File: config.mk
export PLATFORM = sky130hd
export DESIGN_NAME = regalu_pipe
export DESIGN_NICKNAME = d
export VERILOG_FILES = /design/src/rtl/regalu_pkg.sv /design/src/rtl/alu_core.sv /design/src/rtl/regalu_pipe.sv
export SDC_FILE = /design/constraint.sdc
export NUM_CORES = 2
export LEC_CHECK = 0
export CAP_MARGIN = 10
export CORE_MARGIN = 2
export CORE_UTILIZATION = 35
export DETAILED_ROUTE_END_ITERATION = 12
export PLACE_DENSITY = 0.6
export SETUP_SLACK_MARGIN = 0.3
export SYNTH_ARGS = -nofsm -noshare
export SYNTH_HDL_FRONTEND = slang
export SYNTH_SLANG_ARGS = --single-unit
export TNS_END_PERCENT = 30
File: constraint.sdc
create_clock -name clk -period 9.2 [get_ports clk]
set_clock_uncertainty 0.1 [all_clocks]
set_input_delay 0.92 -clock clk [delete_from_list [all_inputs] [get_ports clk]]
set_output_delay 0.92 -clock clk [all_outputs]
set_load 0.05 [all_outputs]
File: src/rtl/regalu_pkg.sv
// Shared constants for the register-file/ALU execution pipe.
// Defines the ALU op width and the op encodings.
package regalu_pkg;

  localparam int OP_W = 3;

  localparam logic [OP_W-1:0] OP_ADD = 3'd0;
  localparam logic [OP_W-1:0] OP_SUB = 3'd1;
  localparam logic [OP_W-1:0] OP_AND = 3'd2;
  localparam logic [OP_W-1:0] OP_OR  = 3'd3;
  localparam logic [OP_W-1:0] OP_XOR = 3'd4;
  localparam logic [OP_W-1:0] OP_SLT = 3'd5;
  localparam logic [OP_W-1:0] OP_SLL = 3'd6;
  localparam logic [OP_W-1:0] OP_SRL = 3'd7;

endpackage

File: src/rtl/alu_core.sv
// Combinational ALU: op, a, b -> result, zero, ovf.
// ovf is signed overflow for ADD/SUB only; shifts use b's low bits.
module alu_core
  import regalu_pkg::*;
#(
  parameter int DATA_W = 32
) (
  input  logic [OP_W-1:0]   op,
  input  logic [DATA_W-1:0] a,
  input  logic [DATA_W-1:0] b,
  output logic [DATA_W-1:0] result,
  output logic              zero,
  output logic              ovf
);

  localparam int SW = $clog2(DATA_W);
  localparam int M  = DATA_W - 1;

  logic [SW-1:0]     sh;
  logic [DATA_W-1:0] sum;
  logic [DATA_W-1:0] diff;
  logic              lt;

  assign sh   = b[SW-1:0];
  assign sum  = a + b;
  assign diff = a - b;
  assign lt   = $signed(a) < $signed(b);

  always_comb begin
    result = '0;
    ovf    = 1'b0;
    unique case (op)
      OP_ADD: begin
        result = sum;
        ovf = (a[M] == b[M]) && (sum[M] != a[M]);
      end
      OP_SUB: begin
        result = diff;
        ovf = (a[M] != b[M]) && (diff[M] != a[M]);
      end
      OP_AND: result = a & b;
      OP_OR:  result = a | b;
      OP_XOR: result = a ^ b;
      OP_SLT: result = {{(DATA_W-1){1'b0}}, lt};
      OP_SLL: result = a << sh;
      OP_SRL: result = a >> sh;
    endcase
  end

  assign zero = (result == '0);

endmodule

File: src/rtl/regalu_pipe.sv
// Two-stage regfile/ALU pipe: issue -> EX regs -> OUT regs.
// Ports: issue (in_*), side-band load (ext_*), result (out_*).
module regalu_pipe
  import regalu_pkg::*;
#(
  parameter int DATA_W  = 32,
  parameter int NREGS   = 16,
  parameter int ZERO_R0 = 1,
  localparam int AW     = $clog2(NREGS)
) (
  input  logic              clk,
  input  logic              rst,
  input  logic              in_valid,
  output logic              in_ready,
  input  logic [OP_W-1:0]   in_op,
  input  logic [AW-1:0]     in_rs1,
  input  logic [AW-1:0]     in_rs2,
  input  logic [AW-1:0]     in_rd,
  input  logic              in_we,
  input  logic              ext_we,
  input  logic [AW-1:0]     ext_waddr,
  input  logic [DATA_W-1:0] ext_wdata,
  output logic              out_valid,
  input  logic              out_ready,
  output logic [DATA_W-1:0] out_result,
  output logic [AW-1:0]     out_rd,
  output logic              out_zero,
  output logic              out_ovf
);

  logic [DATA_W-1:0] rf [NREGS];

  logic              ex_valid;
  logic [OP_W-1:0]   ex_op;
  logic [DATA_W-1:0] ex_a;
  logic [DATA_W-1:0] ex_b;
  logic [AW-1:0]     ex_rd;
  logic              ex_we;

  logic [DATA_W-1:0] alu_res;
  logic              alu_zero;
  logic              alu_ovf;

  logic ex_adv;
  logic issue;
  logic wr_ex;
  logic wr_ext;

  logic [AW-1:0]     raddr [2];
  logic [DATA_W-1:0] rval  [2];

  function automatic logic is_r0(
    input logic [AW-1:0] a
  );
    return (ZERO_R0 != 0) && (a == '0);
  endfunction

  alu_core #(.DATA_W(DATA_W)) u_alu (
    .op     (ex_op),
    .a      (ex_a),
    .b      (ex_b),
    .result (alu_res),
    .zero   (alu_zero),
    .ovf    (alu_ovf)
  );

  assign ex_adv   = ex_valid && (!out_valid || out_ready);
  assign in_ready = !ex_valid || ex_adv;
  assign issue    = in_valid && in_ready;

  assign wr_ex  = ex_adv && ex_we && !is_r0(ex_rd);
  assign wr_ext = ext_we && !is_r0(ext_waddr);

  assign raddr[0] = in_rs1;
  assign raddr[1] = in_rs2;

  // The EX op has not written back yet, so its result
  // shadows both the ext load and the stored value.
  always_comb begin
    for (int i = 0; i < 2; i++) begin
      if (is_r0(raddr[i]))
        rval[i] = '0;
      else if (ex_valid && ex_we && ex_rd == raddr[i])
        rval[i] = alu_res;
      else if (ext_we && ext_waddr == raddr[i])
        rval[i] = ext_wdata;
      else
        rval[i] = rf[raddr[i]];
    end
  end

  // EX write is last so it wins a same-address clash.
  always_ff @(posedge clk or negedge rst) begin
    if (!rst) begin
      for (int i = 0; i < NREGS; i++)
        rf[i] <= '0;
    end else begin
      if (wr_ext)
        rf[ext_waddr] <= ext_wdata;
      if (wr_ex)
        rf[ex_rd] <= alu_res;
    end
  end

  always_ff @(posedge clk or negedge rst) begin
    if (!rst) begin
      ex_valid <= 1'b0;
      ex_op    <= '0;
      ex_a     <= '0;
      ex_b     <= '0;
      ex_rd    <= '0;
      ex_we    <= 1'b0;
    end else if (issue) begin
      ex_valid <= 1'b1;
      ex_op    <= in_op;
      ex_a     <= rval[0];
      ex_b     <= rval[1];
      ex_rd    <= in_rd;
      ex_we    <= in_we;
    end else if (ex_adv) begin
      ex_valid <= 1'b0;
    end
  end

  always_ff @(posedge clk or negedge rst) begin
    if (!rst) begin
      out_valid  <= 1'b0;
      out_result <= '0;
      out_rd     <= '0;
      out_zero   <= 1'b0;
      out_ovf    <= 1'b0;
    end else if (ex_adv) begin
      out_valid  <= 1'b1;
      out_result <= alu_res;
      out_rd     <= ex_rd;
      out_zero   <= alu_zero;
      out_ovf    <= alu_ovf;
    end else if (out_ready) begin
      out_valid  <= 1'b0;
    end
  end

endmodule

After elaboration in Yosys (flattened, before gate mapping)

Cells that the tools add are included.

Add/sub/neg operators: 2
Order comparisons: 7
Equality and inequality tests: 15
Shifts and indexed selects: 2
Multiplexer cells: 26
Bitwise operators: 7
Reduce and logical (&&, ||, !) cells: 28

Operators by type and width:

| operator                                                               | number |
|---|---|
| 512-bit bitwise mux                                                    | 2 |
| 512-bit 2-to-1 mux                                                     | 2 |
| 32-bit 2-to-1 mux                                                      | 12 |
| 32-bit binary-select mux with 4-bit select                             | 2 |
| 32-bit demux with 4-bit select                                         | 2 |
| 32-bit case mux with 8 select lines                                    | 1 |
| 32-bit adder                                                           | 1 |
| 32-bit bitwise AND                                                     | 1 |
| 32-bit zero test                                                       | 1 |
| 32-bit < comparator                                                    | 1 |
| 32-bit bitwise OR                                                      | 1 |
| 32-bit by 5-bit << shifter with 32-bit output                          | 1 |
| 32-bit by 5-bit >> shifter with 32-bit output                          | 1 |
| 32-bit subtractor                                                      | 1 |
| 32-bit XOR                                                             | 1 |
| 5-bit greater-or-equal comparator (second input constant)              | 4 |
| 4-bit inverter with 5-bit output                                       | 4 |
| 4-bit equality test                                                    | 4 |
| 4-bit zero test                                                        | 4 |
| 1-bit logical AND                                                      | 14 |
| 3-bit equality test (second input constant)                            | 4 |
| 5-bit by 1-bit < comparator with 1-bit output (second input constant)  | 2 |
| 3-bit by 2-bit equality test with 1-bit output (second input constant) | 2 |
| 1-bit zero test                                                        | 4 |
| other kinds (8)                                                        | 15 |

Flip-flop bits (word level): 624
Bits of input ports: 57
Output and inout bits: 40
Logic and storage cells: 114

Logic depth before layout (Yosys ltp)

Depth after elaboration: 9
Gate-level depth with buffers: 19

By module

A second synthesis with hierarchy kept.

Cells, all modules: 4753
Area total of the unflattened synthesis: 45884.0 um2

By module, submodules not included:

| module      | times used | cells each | area an instance (um2) | seq. area each (um2) |
|---|---|---|---|---|
| regalu_pipe | 1          | 3342       | 36124.6                | 15615.0 |
| alu_core    | 1          | 1411       | 9759.4                 | 0.0 |

Worst setup path after synthesis

No wires, ideal clock.

Path type: register to register
Start point: register ex_b[1]
End point: register out_zero
Library setup time: 0.122 ns
Arrival: 4.416 ns
Setup slack: 4.563 ns
Cell stages (with the launch flop): 17
Buffers on the path: 3
Clock period less this slack: 4.637 ns
Path through: dfrtp_1 inv_2 buf_2 clkbuf_1 buf_1 ha_1 a21o_1 and4_1 o211ai_1 a31oi_1 o31a_1 a2111o_1 a211oi_1 nor4b_1 a31oi_2 and4b_1 a32o_1

Longest elaborated chain between the ends: 3
Elaborated cells between the ends (all ways): 10
Classes of those cells: add/sub (2); order compare (1); shift (2); mux (1); bitwise (3); reduce/logical (1)

Ends and longest elaborated chain:

| item                                      | line               | source |
|---|---|---|
| from (decl)                               | regalu_pipe.sv:36  | `logic [DATA_W-1:0] ex_b;` |
| from (signal assigned)                    | regalu_pipe.sv:117 | `ex_b <= rval[1];` |
| 32-bit subtractor (tied with other cells) | alu_core.sv:26     | `assign diff = a - b;` |
| 32-bit case mux with 8 select lines (*)   | alu_core.sv:32     | `unique case (op)` |
| 32-bit zero test (*)                      | alu_core.sv:50     | `assign zero = (result == '0);` |
| to (signal assigned)                      | regalu_pipe.sv:136 | `out_zero <= alu_zero;` |
| to (decl)                                 | regalu_pipe.sv:27  | `output logic out_zero,` |

Every way passes the cells marked *; elsewhere a longest branch is shown, timed or not.
A chain may end at the register's enable or synchronous reset.

Worst setup path after layout

Start point: register ex_b[0]
End point: register out_zero

Same word-level chain as after synthesis.

==> reports/metrics.cfg <==
[yosys]
synth_nets=4810
synthFlopType=dfrtp_1
synth_cells=4654
synth_seq_cells=624
ys_async_sr_fraction_pct=100
yosys.cell_count.top_type=dfrtp_1
synth_top_cell_by_area=dfrtp_1
synthDistinctLibCells=90
ys_top_cells_by_area=dfrtp_1, mux4_2, mux2i_1
synth_commonest_cells=dfrtp_1, nand2_1, clkbuf_1
syn_area_per_cell_sq_um=9.91
synth.cell_area_sq_um=46100
synth-edff-count=0
seq_area_frac_synth_pct=33.9
synth_top_area_share_pct=33.9
synth_warnings=0

[floorplan]
core-area_sq_um=131000
ioPinCount=97
die_h_um=367
fp-row-count=133
dieArea_sq_um=135000
initial_core_util_pct=35.2
die_w_um=367

[timing]
setup_tns_ns=0
period_share_pct=62.3
final_hold_viol_count=0
slew-limit-headroom_pct=13.5
tightest_slew_ns=1.29
period_minus_slack_ns=5.73
setup_violations=0
rsz0062_at_grt=false
max_freq_mhz=175
finalMaxSlewViolations=0

[power]
p_sw_share_pct=46.2
p_per_area_nw_per_um2=358
seqPwrFrac_pct=27.9
power_frac_comb_pct=54.2
p_leak_nw=20.3
p_clk_share_pct=17.8
vdd_drop_max_mv=0.159
power.switching_mw=8.49
internal-power_mw=9.87

[place]
port_buffers=96
gp_congestion=1.08
dpl.cell_count=6112
dp_hpwl_um=121000

[finish]
drive_gt1_share_pct=18.9
layout.cells.non_filler=6247
areaGrowthSynthToFinish_pct=11.1
finish.net_count=4591

[cts]
hold_buffers=0
clkLatencyLatePin_ns=0.68
cts_max_path_buffers=3
cts-root-buf=clkbuf_16
clkSinkCount=624
cts_tree=built
cts.clk_slew.worst_paths_ns=0.05
ctsResizeCount=0
cts_buffers=76
cts_setup_buffers=0
htree_levels=3

[detailed_routing]
drt_iter0_drc=4950
final_antenna_net_count=0
route.vias.total=39726
wl_um=193000
first_pass_iters=10
wl_per_cell_um=30.9
drt-vias-per-instance=6.36
drc_errors=0

[critical_path]
slowest_stage=o21ai_2
criticalPathCategory=flop to flop
start_kind=flop
cp.required_ns=9.61
crit_family=compound AO/OA/AOI/OAI gates
path_buf_inv=2
endpoint_kind=flop
cp.arrival_ns=6.14
cp_max_fo=52
slowest_delay_ns=0.90
worstPathCellList=ha_1, inv_1, fa_1, nor2b_1, o311ai_1, a211oi_1, buf_4, nor2_1, a211oi_1, o41ai_1, mux2i_1, o21ai_2, nor2_1, and4b_1, a32o_1

[global_route]
grt.total_usage_pct=28.0
gr-total-overflow=0
grt_max_degree=151
antenna_found_initial=6
grt_pass1_vias=38254
grt_first_pass_wirelength_um=281000

[status]
outcome=complete, no violations

[flow_run]
drv_cap=0

[hold_path]
hold_path_class=primary input to async pin

==> power by group through the flow <==
| stage | Sequential [mW] | Combinational [mW] | Clock, mW |
|---|---|---|---|
| floorplan | 4.82 | 6.52 | 0 |
| global placement | 5.03 | 9.61 | 0 |
| detailed placement | 5.11 | 9.67 | 0 |
| CTS | 5.07 | 9.70 | 3.31 |
| global route | 5.27 | 10.5 | 3.42 |
| finish | 5.13 | 9.96 | 3.27 |
==> layer usage <==
layer	wire [um]	GRT usage [%]	vias up
li1	-	-	16778
met1	79200	38.7	20150
met2	85700	42.7	2343
met3	19900	6.45	445
met4	8110	10.5	10
met5	63	0	-
==> flip-flops by register name, indices dropped and copies added (netlist names), 3 cells and up <==
| name | flops |
|---|---|
| ex_b | 32 |
| ex_a | 32 |
| out_result | 32 |
| ex_op | 3 |
| ex_rd | 4 |
| out_rd | 4 |
| rf | 512 |
==> area by class of cell <==
| cell class | instances | area (sq um) |
|---|---|---|
| fillers | 12873 | 79900 |
| multi-input cells | 3405 | 28400 |
| flip-flops and latches | 624 | 15600 |
| clock buffers | 108 | 2330 |
| well taps | 1755 | 2200 |
| repair buffers | 224 | 1950 |
| inverters | 104 | 390 |
| clock inverters | 26 | 382 |
| diodes | 1 | 2.50 |
==> cells by family (layout without fill, tap and decap cells) <==
family	count (synthesis)	count (layout)	share of synthesized area [%]
AOI/OAI and AO/OA	1189	1189	16.1
xor gates and xnor gates	38	38	0.722
adders and majority gates	99	99	2.72
buffers and inverters	625	462	5.26
DFF	624	624	33.9
muxes	913	913	30.1
other	0	1	0
and+or+nand+nor	1166	1166	11.3
==> through the flow <==
step	setup WS (ns)	hold WS (ns)	cell area, sq um	util (%)	power [mW]
3_5_place_dp	3.69	0.283	48500	37.0	14.8
3_3_place_gp	3.65	0.276	48500	37.0	14.6
4_1_cts	3.62	0.241	51200	39.1	18.1
6_report	3.47	0.186	51200	39.1	18.4
2_1_floorplan	4.56	0.341	46100	-	11.3
5_1_grt	3.21	0.252	51200	39.1	19.2
==> cell usage in the layout, fill, tap and decap left out, types with 39 or more instances in the layout <==
cell,netlist,final
dfrtp_1,624,619
nand2_1,573,566
mux2i_1,403,403
o21ai_0,367,367
mux4_2,363,363
a21oi_1,329,325
nor2_1,254,235
mux2_2,145,145
a211oi_1,136,135
buf_4,10,128
nor2b_1,120,120
inv_1,99,99
ha_1,97,97
clkdlybuf4s50_1,0,87
clkbuf_16,0,79
o211ai_1,39,39
==> worst paths after layout <==
kind / start / end / slack [ns] / depth (start not counted)
worst min register to register: rf[493] / rf[493] / 0.30 / 0
min in group clk: rf[493] / rf[493] / 0.30 / 0
worst min-delay path: rst / rf[42] / 0.19 / 1
max in group asynchronous: rst / ex_op[0] / 6.62 / 3
worst max-delay path: ex_b[0] / out_zero / 3.47 / 15
worst max register to register: ex_b[0] / out_zero / 3.47 / 15
Power figures use the tool's default switching activity.
